## src/rtl/dmem_arbiter.sv

```systemverilog
// dmem_arbiter: two-port arbiter/sequencer in front of the 128 x 32 data memory.
// Port 0 (pipeline) wins by default; a starvation counter and a bounded
// lock mode make sure port 1 (DMA/debug loader) always makes progress.
module dmem_arbiter #(
  parameter int ADDR_W    = 7,
  parameter int DATA_W    = 32,
  parameter int MAX_WAIT  = 4,
  parameter int MAX_BURST = 8
) (
  input  logic              clk,
  input  logic              rst_n,
  input  logic              p0_req,
  input  logic              p0_we,
  input  logic [ADDR_W-1:0] p0_addr,
  input  logic [DATA_W-1:0] p0_wdata,
  output logic              p0_gnt,
  output logic              p0_stall,
  output logic [DATA_W-1:0] p0_rdata,
  output logic              p0_rvalid,
  input  logic              p1_req,
  input  logic              p1_we,
  input  logic [ADDR_W-1:0] p1_addr,
  input  logic [DATA_W-1:0] p1_wdata,
  input  logic              p1_lock,
  output logic              p1_gnt,
  output logic [DATA_W-1:0] p1_rdata,
  output logic              p1_rvalid,
  output logic [ADDR_W-1:0] mem_addr,
  output logic [DATA_W-1:0] mem_wdata,
  output logic              mem_read_e,
  output logic              mem_write_e,
  input  logic [DATA_W-1:0] mem_rdata
);

  typedef enum logic {
    SHARED   = 1'b0,
    P1_BURST = 1'b1
  } state_t;

  localparam logic [3:0] MAX_WAIT_C  = 4'(MAX_WAIT);
  localparam logic [3:0] MAX_BURST_C = 4'(MAX_BURST);

  state_t            state_q, state_d;
  logic [3:0]        wait_cnt_q, wait_cnt_d;
  logic [3:0]        burst_cnt_q, burst_cnt_d;
  logic [3:0]        burst_inc;
  logic [DATA_W-1:0] p0_rdata_q, p0_rdata_d;
  logic [DATA_W-1:0] p1_rdata_q, p1_rdata_d;
  logic              p0_rvalid_q, p0_rvalid_d;
  logic              p1_rvalid_q, p1_rvalid_d;
  logic              sel_p0, sel_p1, locked_win;

  // Winner selection: a live lock owns the memory, otherwise port 0 wins unless port 1 is starved.
  always_comb begin
    sel_p0     = 1'b0;
    sel_p1     = 1'b0;
    locked_win = (state_q == P1_BURST) && p1_req && p1_lock && (burst_cnt_q < MAX_BURST_C);
    if (rst_n) begin
      if (locked_win) begin
        sel_p1 = 1'b1;
      end else if (p0_req && p1_req) begin
        if (wait_cnt_q == MAX_WAIT_C) sel_p1 = 1'b1;
        else                          sel_p0 = 1'b1;
      end else if (p0_req) begin
        sel_p0 = 1'b1;
      end else if (p1_req) begin
        sel_p1 = 1'b1;
      end
    end
  end

  // Memory pin drive: mux the winner's request, everything idles at zero with no grant.
  always_comb begin
    mem_addr    = '0;
    mem_wdata   = '0;
    mem_read_e  = 1'b0;
    mem_write_e = 1'b0;
    if (sel_p0) begin
      mem_addr    = p0_addr;
      mem_wdata   = p0_wdata;
      mem_write_e = p0_we;
      mem_read_e  = ~p0_we;
    end else if (sel_p1) begin
      mem_addr    = p1_addr;
      mem_wdata   = p1_wdata;
      mem_write_e = p1_we;
      mem_read_e  = ~p1_we;
    end
  end

  // Next state: starvation counter, burst ownership and read-return capture.
  always_comb begin
    state_d     = state_q;
    wait_cnt_d  = wait_cnt_q;
    burst_cnt_d = burst_cnt_q;
    burst_inc   = burst_cnt_q + 4'd1;

    if (!p1_req || sel_p1)          wait_cnt_d = 4'd0;
    else if (wait_cnt_q < MAX_WAIT_C) wait_cnt_d = wait_cnt_q + 4'd1;

    case (state_q)
      SHARED: begin
        if (sel_p1 && p1_lock) begin
          if (MAX_BURST_C == 4'd1) begin
            state_d     = SHARED;
            burst_cnt_d = 4'd0;
          end else begin
            state_d     = P1_BURST;
            burst_cnt_d = 4'd1;
          end
        end
      end
      P1_BURST: begin
        if (locked_win && (burst_inc != MAX_BURST_C)) begin
          burst_cnt_d = burst_inc;
        end else begin
          state_d     = SHARED;
          burst_cnt_d = 4'd0;
        end
      end
      default: begin
        state_d     = SHARED;
        burst_cnt_d = 4'd0;
      end
    endcase

    p0_rvalid_d = sel_p0 & ~p0_we;
    p1_rvalid_d = sel_p1 & ~p1_we;
    p0_rdata_d  = p0_rvalid_d ? mem_rdata : p0_rdata_q;
    p1_rdata_d  = p1_rvalid_d ? mem_rdata : p1_rdata_q;
  end

  // State and return registers; reset aborts any burst and drops pending read returns.
  always_ff @(posedge clk or negedge rst_n) begin
    if (!rst_n) begin
      state_q     <= SHARED;
      wait_cnt_q  <= 4'd0;
      burst_cnt_q <= 4'd0;
      p0_rdata_q  <= '0;
      p1_rdata_q  <= '0;
      p0_rvalid_q <= 1'b0;
      p1_rvalid_q <= 1'b0;
    end else begin
      state_q     <= state_d;
      wait_cnt_q  <= wait_cnt_d;
      burst_cnt_q <= burst_cnt_d;
      p0_rdata_q  <= p0_rdata_d;
      p1_rdata_q  <= p1_rdata_d;
      p0_rvalid_q <= p0_rvalid_d;
      p1_rvalid_q <= p1_rvalid_d;
    end
  end

  assign p0_gnt    = sel_p0;
  assign p1_gnt    = sel_p1;
  assign p0_stall  = rst_n & p0_req & ~sel_p0;
  assign p0_rdata  = p0_rdata_q;
  assign p1_rdata  = p1_rdata_q;
  assign p0_rvalid = p0_rvalid_q;
  assign p1_rvalid = p1_rvalid_q;

endmodule
```

## config.mk

```make
export PLATFORM = sky130hd
export DESIGN_NAME = dmem_arbiter
export DESIGN_NICKNAME = d
export VERILOG_FILES = /design/src/rtl/dmem_arbiter.sv
export SDC_FILE = /design/constraint.sdc
export NUM_CORES = 1
export LEC_CHECK = 0
export BUFFER_PORTS_ARGS = -buffer_cell sky130_fd_sc_hd__clkbuf_2
export CAP_MARGIN = 20
export CORE_MARGIN = 4
export CORE_UTILIZATION = 45
export DETAILED_ROUTE_END_ITERATION = 16
export GPL_TIMING_DRIVEN = 0
export PLACE_DENSITY = 0.85
export SETUP_SLACK_MARGIN = 0.02
export SLEW_MARGIN = 20
export SYNTH_ARGS = -nofsm -noshare
export SYNTH_HDL_FRONTEND = slang
export SYNTH_SLANG_ARGS = --single-unit
```

## constraint.sdc

```tcl
create_clock -name clk -period 2.9 [get_ports clk]
set_input_delay 0.29 -clock clk [delete_from_list [all_inputs] [get_ports clk]]
set_output_delay 0.29 -clock clk [all_outputs]
set_load 0.05 [all_outputs]
```

==> metrics.txt, run 1 <==
vias per cell ~5.1; total I/O pin count 227; worst flop-to-flop path endpoint p1_rdata[17]$_DFFE_PN0P_; metal1 wirelength between 3000 and 4000 um; GRT overflow 0; global-route wire length before repair 15900 um; CTS max path bufs 2; HPWL Detailed between 8000 and 9000 um; maxcap violations 0; Switching Share 0.451; Worst-Margin Slew 0.573 ns; worst clock skew 0.0109 ns; CP Class register to output pin; mapped cell area roughly 3400 um2; CTS resizes 0; Power Density 738 nW/um2; min-delay worst type input port to async pin; layout cells sized above 1 0.675; final core occ 0.680; H-tree level count 3; DP Worst Slack about 0.11 ns; DR iter-0 viols approximately 70; Cell variety after synth 32; final hold violations 0; CTS Buf Count 9; Seq/Total Area, Yosys 0.549; CP endpoint kind output pin; Logic pwr share 0.426; Final Max Slew Viols 0; Post-synth EDFFs 0; clock-pin slew on the worst setup and hold paths about 0.09 ns; register bit total from synthesis between 70 and 80; Post-synth ARST share 1.00; Initial Util 0.466; crit path DAT roughly 2.4 ns; initial antenna violation count 2; Die Height ~95 um; P_leak between 2 and 3 nW; gr usage total 0.237; final cycle utilization of the critical path 0.931; RSZ-0062 raised after global routing false; cell-internal power about 2.0 mW; final-stage net count around 600; sequential share of power 0.372; largest net degree at the start of global routing 44; critical path data required time around 2.6 ns; Routability Congestion 0.824; VDD IR max 0.511 mV; most common cell in the synthesized netlist dfrtp_1; Fin Setup TNS 0 ns; fin crit period 2.70 ns; Initial DRT Pass Iterations 4; R2R setup slack just under 0.8 ns; clock share of power 0.202; Cells after Synth roughly 240; crit-path max FO 10; post-route ant nets 0; Main synth FF type dfrtp_1; Die ar. 9050 um2; slack of the critical path about 0.2 ns; DRC 0; met3 wire len 1050 um; synth warn 0; status complete, no violations; drt wl/cell between 15 and 20 um; setup violators final 0; WL met2 about 5900 um; clk_lat worst skew between 0.3 and 0.4 ns; Synth top cells by count dfrtp_1, mux2_2, a22o_1, buf_2; Area Growth Syn to Fin 45.8%; R2R cell count 6; Synth top area share 0.549; Syn Area/Cell 14.3 um2; Via Count approximately 3000; Post-Route WL 10700 um; CTS tree built; CORE AREA approximately 7300 um2; port buffer count 226; Reg-to-Reg Start wait_cnt_q[0]$_DFFE_PN0P_; max_slew headroom 0.618; Synth area leader dfrtp_1; Top Metal Used met4; crit path launch wait_cnt_q[0]$_DFFE_PN0P_; # rows 31; total nets after synthesis 360; worst hold slack 0.0243 ns; Sw Pwr between 1.5 and 2 mW; clock sinks between 70 and 80; number of global-route vias before repair about 3100; f_max between 300 and 400 MHz; Die X approximately 95 um; CP Launch Type register; Root Driver clkbuf_8; Critical Path Sink mem_wdata[8]; dominant cells by area after synthesis dfrtp_1, mux2_2, a22o_1
-- critical path, stage by stage, from the launching register on --
cell,delay [ns]
dfrtp_1,0.42
inv_1,0.07
ha_1,0.15
nand3b_1,0.19
a31oi_2,0.46
buf_2,0.32
a22o_1,0.18
clkbuf_2,0.28
-- through the flow --
stage,area (um2),total power [mW],cells
after detailed placement,4700,2.95,565
after global placement,4670,2.90,564
after global routing,4980,3.86,590
final,4980,3.68,590
after floorplan,3420,2.50,239
after CTS,4950,3.71,584
-- how the worst min path moves through the flow --
stage	startpoint	to	slack [ns]
finish	rst_n	p1_rdata[9]$_DFFE_PN0P_	0.02
global route	rst_n	p1_rdata[9]$_DFFE_PN0P_	0.01
CTS	rst_n	p0_rdata[9]$_DFFE_PN0P_	0.02
detailed placement	rst_n	p0_rdata[9]$_DFFE_PN0P_	0.30
global placement	p0_rdata[22]$_DFFE_PN0P_	p0_rdata[22]$_DFFE_PN0P_	0.47
floorplan	rst_n	burst_cnt_q[0]$_DFFE_PN0P_	-0.006
-- layer usage --
metal | global-route usage | vias up
met5 | 0 | -
met4 | 0.0998 | 0
met3 | 0.0860 | 12
met2 | 0.435 | 136
met1 | 0.240 | 1455
li1 | - | 1401
-- layout by cell type (no fill, tap or decap), types with 4 or more instances in the layout --
cell type	instances
buf_2	8
buf_6	6
dfrtp_1	75
clkbuf_8	10
buf_4	5
clkbuf_2	225
mux2_1	6
nor2_1	4
mux2_2	58
a22o_1	41
ha_1	4
inv_1	4
-- cell families (layout without fill, tap and decap cells) --
family,Yosys count,in the layout,synth area share
AOI/OAI and AO/OA,52,52,0.135
xor gates and xnor gates,1,1,0.00256
adders and majority gates,4,4,0.0146
buffers and inverters,19,269,0.0381
DFF,75,75,0.549
muxes,65,65,0.214
other,0,2,0
and+or+nand+nor,23,23,0.0461
-- final cells by class --
class                      count  area (um2)
antenna                        2        5.00
sequential                    75        1880
buffer                        15         115
fill                         561        2350
inverter                       4        15.0
multi-input combinational    145        1410
tap                           99         124
clock buffer                  10         138
timing repair buffer         234        1250
clock inverter                 6        47.5
-- registers in the layout, indices dropped and copies added (netlist names) --
| register | count |
|---|---|
| burst_cnt_q | 4 |
| wait_cnt_q | 4 |
| p0_rvalid | 1 |
| state_q | 1 |
| p1_rvalid | 1 |
| p0_rdata | 32 |
| p1_rdata | 32 |
-- power groups by stage --
stage | sequential, mW | combinational, mW | clock [mW]
global route | 1.40 | 1.64 | 0.824
CTS | 1.37 | 1.58 | 0.761
finish | 1.37 | 1.57 | 0.743
global placement | 1.37 | 1.53 | 0
floorplan | 2.08 | 0.421 | 0
detailed placement | 1.39 | 1.56 | 0
-- repair_timing --
| item | in CTS | in global routing |
|---|---|---|
| hold buffers | 3 | 0 |
| endpoints found under the hold margin | 32 | 0 |
| setup endpoints to repair | 0 | 1 |
| buffers inserted | 0 | 4 |
(Power assumes the default switching activity.)
==> run 2: changes to the inputs <==
--- a/config.mk
+++ b/config.mk
@@ -11,6 +11,7 @@
 export CORE_UTILIZATION = 45
 export DETAILED_ROUTE_END_ITERATION = 16
 export GPL_TIMING_DRIVEN = 0
+export HOLD_SLACK_MARGIN = 0.08
 export PLACE_DENSITY = 0.85
 export SETUP_SLACK_MARGIN = 0.02
 export SLEW_MARGIN = 20
==> run 2 against run 1 <==
  * Utilization increased by 0.14 points
  * Sequential share of layout area decreased by 0.076 points
  * Register-to-register slack got worse by 0.02 ns
  * Die area unchanged
  * Worst hold slack improved by 0.055 ns
  * Largest power group unchanged
  * Highest routed layer unchanged
  * Sequential power about the same
  * Flip-flop and latch count unchanged
==> metrics.txt, run 2 (same netlist as run 1, synthesis figures left out) <==
most common cell after layout, fill and taps aside clkbuf_2; Via Count 3049 (+1.5%); HPWL Detailed 8660 um (unchanged); global-route wire length before repair 16100 um (+0.96%); clk_lat worst skew 0.34 ns (about the same); final hold violations 0 (unchanged); footprint of the multi-input gates 1410 um2 (unchanged); fill cell count 558 (-0.53%); Routability Congestion 0.824 (unchanged); CP Launch Type register; initial antenna violation count 2 (unchanged); port buffer count 226 (unchanged); Worst-Margin Slew 0.575 ns (+0.00167 ns); number of global-route vias before repair 3156 (+0.61%); crit-path max FO 10 (unchanged); Initial Util 0.466 (unchanged); layout cells sized above 1 0.673 (-0.00138); Initial DRT Pass Iterations 4 (unchanged); R2R setup slack 0.75 ns (-0.02 ns); DR iter-0 viols 63 (-7.4%); drt wl/cell 18.4 um (+1.3%); Root Driver clkbuf_8; fin crit period 2.70 ns (+0.00539 ns); vias per cell 5.16 (+1.3%); worst clock skew 0.00860 ns (-0.00228 ns); GRT overflow 0 (unchanged); Reg-to-Reg Start wait_cnt_q[0]$_DFFE_PN0P_; CP endpoint kind output pin; Power Density 739 nW/um2 (about the same); Area Growth Syn to Fin 46.1%; max_slew headroom 0.617 (-0.00111); CORE AREA 7330 um2 (unchanged); total I/O pin count 227 (unchanged); status complete, no violations; crit path DAT 2.41 ns (about the same); DP Worst Slack 0.108 ns (unchanged); CTS tree built; largest net degree at the start of global routing 44 (unchanged); clock-pin slew on the worst setup and hold paths 0.08 ns (about the same); f_max 370 MHz (-0.20%); H-tree level count 3 (unchanged); Post-Route WL 10900 um (+1.4%); CP Class register to output pin; # rows 31 (unchanged); register area 1880 um2 (unchanged); final cell count without fillers 591 (+0.17%); Die X 95.1 um (unchanged); Die ar. 9050 um2 (unchanged); Fin Setup TNS 0 ns (unchanged); RSZ-0062 raised after global routing false; CTS resizes 0 (unchanged); Final Max Slew Viols 0 (unchanged); P_leak 2.64 nW (+0.16%); clock sinks 75 (unchanged); final-stage net count 606 (+0.17%); critical path data required time 2.61 ns (about the same); min-delay worst type input port to async pin; setup violators final 0 (unchanged); post-route ant nets 0 (unchanged); Die Height 95.1 um (unchanged); gr usage total 0.239 (+0.00223); slack of the critical path 0.195 ns (-0.00539 ns); VDD IR max 0.561 mV (+9.9%); R2R cell count 6 (unchanged); CTS Buf Count 9 (unchanged); Post-Place Cells 565 (unchanged); final core occ 0.681 (+0.00137); maxcap violations 0 (unchanged); CTS max path bufs 2 (unchanged); most frequent cells in the layout clkbuf_2, dfrtp_1, mux2_2; worst flop-to-flop path endpoint p1_rdata[6]$_DFFE_PN0P_; DRC 0 (unchanged); final cycle utilization of the critical path 0.933 (+0.00186)
run 2: cell count changes in the layout (fill, tap and decap cells not counted), sizes merged:
cell	previous run	this run
dlygate4sd3	0	1
run 2: where the power goes:
part	switching, mW	total [mW]	leakage (nW)	internal [mW]
registers	0.119	1.37	0.909	1.25
clock network	0.405	0.747	0.0933	0.341
logic	1.14	1.57	1.64	0.426
total	1.67	3.69	2.64	2.02
run 2: cell type report:
cell class                      instances  area share
Tap cell                               99      0.0248
Sequential cell                        75       0.376
Antenna cell                            2     0.00100
Clock inverter                          6     0.00952
Timing Repair Buffer                  235       0.253
Inverter                                4     0.00301
Buffer                                 15      0.0231
Clock buffer                           10      0.0276
Multi-Input combinational cell        145       0.282
run 2: repair_timing:
| action | CTS | global route |
|---|---|---|
| endpoints found under the setup margin | 0 | 1 |
| hold buffers | 4 | 0 |
| hold endpoints to repair | 32 | 0 |
| buffers inserted | 0 | 4 |
run 2: how the worst max path moves through the flow:
stage,from,to,slack [ns],depth (start not counted)
floorplan,wait_cnt_q[0]$_DFFE_PN0P_,mem_wdata[13],0.61,6
global placement,rst_n,mem_read_e,-0.77,6
detailed placement,rst_n,mem_read_e,0.11,7
CTS,wait_cnt_q[0]$_DFFE_PN0P_,mem_read_e,0.09,7
global route,wait_cnt_q[0]$_DFFE_PN0P_,mem_wdata[8],0.04,7
finish,wait_cnt_q[0]$_DFFE_PN0P_,mem_wdata[8],0.20,7
run 2: worst max-delay path, cell delays in order, from the launching register on:
cell and delay (ns):
dfrtp_1 0.42, inv_1 0.07, ha_1 0.15, nand3b_1 0.19, a31oi_2 0.46, buf_2 0.32, a22o_1 0.18, clkbuf_2 0.28
run 2: routing by layer:
layer	wire length, um	up-vias	share of wire	global-route usage
met5	0	-	0	0
met4	204	0	0.019	0.0998
met3	1060	12	0.097	0.0852
met2	5970	143	0.55	0.440
met1	3640	1491	0.33	0.243
li1	-	1403	-	-
run 2: through the flow:
step	hold WS, ns	instance area, um2	total power [mW]
floorplan	-0.00559	3420	2.50
global placement	0.469	4670	2.90
detailed placement	0.298	4700	2.95
CTS	0.0840	4960	3.71
global route	0.0867	4990	3.87
finish	0.0788	4990	3.69
==> run 3: changes to the inputs <==
--- a/config.mk
+++ b/config.mk
@@ -5,14 +5,15 @@
 export SDC_FILE = /design/constraint.sdc
 export NUM_CORES = 1
 export LEC_CHECK = 0
-export BUFFER_PORTS_ARGS = -buffer_cell sky130_fd_sc_hd__clkbuf_2
 export CAP_MARGIN = 20
-export CORE_MARGIN = 4
-export CORE_UTILIZATION = 45
+export CORE_AREA = 4 4 85 87
 export DETAILED_ROUTE_END_ITERATION = 16
+export DIE_AREA = 0 0 89 91
+export DONT_BUFFER_PORTS = 1
+export GPL_ROUTABILITY_DRIVEN = 0
 export GPL_TIMING_DRIVEN = 0
 export HOLD_SLACK_MARGIN = 0.08
-export PLACE_DENSITY = 0.85
+export PLACE_DENSITY = 0.71
 export SETUP_SLACK_MARGIN = 0.02
 export SLEW_MARGIN = 20
 export SYNTH_ARGS = -nofsm -noshare
==> constraint.sdc (replaced) <==
create_clock -name clk -period 2.3 [get_ports clk]
set_input_delay 0.23 -clock clk [delete_from_list [all_inputs] [get_ports clk]]
set_output_delay 0.23 -clock clk [all_outputs]
set_load 0.05 [all_outputs]
==> run 3 against run 2 <==
  * Worst setup slack worse by 0.14 ns
  * Cell count down 34%
  * Combinational power shrank 48%
  * Global-route usage up 0.75 points
  * Clock skew is 0.0012 ns higher
  * Sequential power is 96% higher
  * Cell area is 3.8% lower
  * Clock power rose by 41%
  * Largest cell class unchanged
  * Largest power group is now registers
==> metrics.txt, run 3 (same netlist as run 1, synthesis figures left out) <==
Fin Setup TNS 0 ns (unchanged); port buffer count 0 (-100%); CTS max path bufs 2 (unchanged); fin crit period between 2 and 2.5 ns; # rows 29 (-6.5%); Post-Route WL 10700 um (-2.0%); number of global-route vias before repair 2537 (-20%); DRC 0 (unchanged); total I/O pin count 227 (unchanged); final-stage net count 431 (-29%); clock-pin slew on the worst setup and hold paths 0.08 ns (about the same); vias per cell 6.20 (+20%); clock sinks 75 (unchanged); initial antenna violation count 0 (-2); Post-Place Cell Area 3510 um2 (-25%); Via Count 2429 (-20%); gr usage total 0.247 (+0.00752); f_max ~440 MHz; Worst-Margin Slew 0.555 ns (-0.0202 ns); Initial DRT Pass Iterations 4 (unchanged); min-delay worst type input port to register; GRT overflow 0 (unchanged); max_slew headroom 0.630 (+0.0135); final cycle utilization of the critical path 0.977; DR iter-0 viols 103 (+63%); P_leak 2.16 nW (-18%); layout cells sized above 1 0.517 (-0.156); crit path DAT 2.02 ns (-0.39 ns); maxcap violations 0 (unchanged); drt wl/cell 27.2 um (+48%); HPWL Detailed 7080 um (-18%); status complete, no violations; worst clock skew 0.00984 ns (+0.00124 ns); Initial Util 0.538 (+0.0720); VDD IR max 0.928 mV (+65%); Area Growth Syn to Fin 40.5%; crit-path max FO 7 (-3); RSZ-0062 raised after global routing true; Final Max Slew Viols 0 (unchanged); CP Class register to output pin; setup violators final 0 (unchanged); largest net degree at the start of global routing 76 (+73%); Antenna Cells 0 (-2); CTS tree built; most frequent cells in the layout dfrtp_1, mux2_2, a22o_4; Die ar. 8100 um2 (-11%); most common cell after layout, fill and taps aside dfrtp_1; Die Height 91 um (-4.4%); CP endpoint kind output pin; final hold violations 0 (unchanged); clk_lat worst skew 0.35 ns (about the same); global-route wire length before repair 14700 um (-8.5%); critical path data required time 2.07 ns (-0.54 ns); CTS Buf Count 9 (unchanged); CORE AREA 6350 um2 (-13%); Power Density 944 nW/um2 (+28%); H-tree level count 3 (unchanged); Root Driver clkbuf_8; post-route ant nets 0 (unchanged); fin area 4800 um2 (-3.8%); CP Launch Type register; Die X 89 um (-6.5%); fill cell count 380 (-32%)
run 3: cell count changes in the layout (fill, tap and decap cells not counted), sizes merged:
cell	delta
buf	+15
clkbuf	-224
bufinv	+1
clkinvlp	-1
dlygate4sd3	+34
diode	-2
run 3: worst paths after layout:
path / from / endpoint / cells after the start / slack (ns)
setup / recovery: wait_cnt_q[0]$_DFFE_PN0P_ / mem_wdata[16] / 7 / 0.05
hold / removal: p0_req / p1_rvalid$_DFF_PN0_ / 2 / 0.13
setup reg to reg: wait_cnt_q[0]$_DFFE_PN0P_ / p0_rdata[19]$_DFFE_PN0P_ / 8 / 0.09
hold reg to reg: burst_cnt_q[3]$_DFFE_PN0P_ / burst_cnt_q[3]$_DFFE_PN0P_ / 1 / 0.52
max in group asynchronous: rst_n / wait_cnt_q[0]$_DFFE_PN0P_ / 2 / 1.60
min in group asynchronous: rst_n / p1_rdata[11]$_DFFE_PN0P_ / 2 / 0.41
run 3: stage by stage:
step                cells  total power, mW  hold slack (ns)   util  setup slack [ns]
finish                392             4.54            0.131  0.756            0.0525
global route          392             4.71            0.109  0.756           -0.0307
CTS                   376             4.52            0.127  0.716           -0.0427
detailed placement    316             3.29          -0.0644  0.553            -0.194
global placement      316             3.27          -0.0641  0.553            -0.190
floorplan             239             3.16          -0.0656      -            0.0652
run 3: critical path, cell delays in order, from the launching register on:
cell      delay, ns
dfrtp_1        0.40
inv_1          0.07
ha_1           0.16
nand3b_1       0.23
a31oi_4        0.26
buf_12         0.16
buf_12         0.16
a22o_4         0.23
run 3: cell type report:
cell class,instances,area [um2],share of cell area
multi-input combinational,145,1790,0.372
tap,77,96.3,0.0201
sequential,75,1880,0.391
clock inverter,6,70.1,0.0146
inverter,4,15.0,0.00313
clock buffer,10,138,0.0287
timing repair buffer,60,609,0.127
buffer,15,210,0.0438
run 3: repair_timing:
item                                   in CTS  in global routing
gates cloned                                0                  2
hold buffers                               36                  0
endpoints found under the hold margin     144                  0
setup endpoints to repair                  43                 62
resized for setup                          92                 25
pin swaps                                   5                 15
buffers inserted                            8                 14
run 3: report_power, final:
| group | total [mW] | leakage (nW) | switching [mW] | internal (mW) |
|---|---|---|---|---|
| Combinational | 0.812 | 1.15 | 0.404 | 0.408 |
| Sequential | 2.68 | 0.909 | 1.11 | 1.56 |
| Clock | 1.05 | 0.107 | 0.507 | 0.540 |
run 3: routing by layer:
metal	global-route usage	wire length [um]	vias up
met2	0.442	5560	140
met1	0.257	3500	1218
met5	0	0	-
met3	0.0995	1180	26
met4	0.0819	410	0
li1	-	-	1045
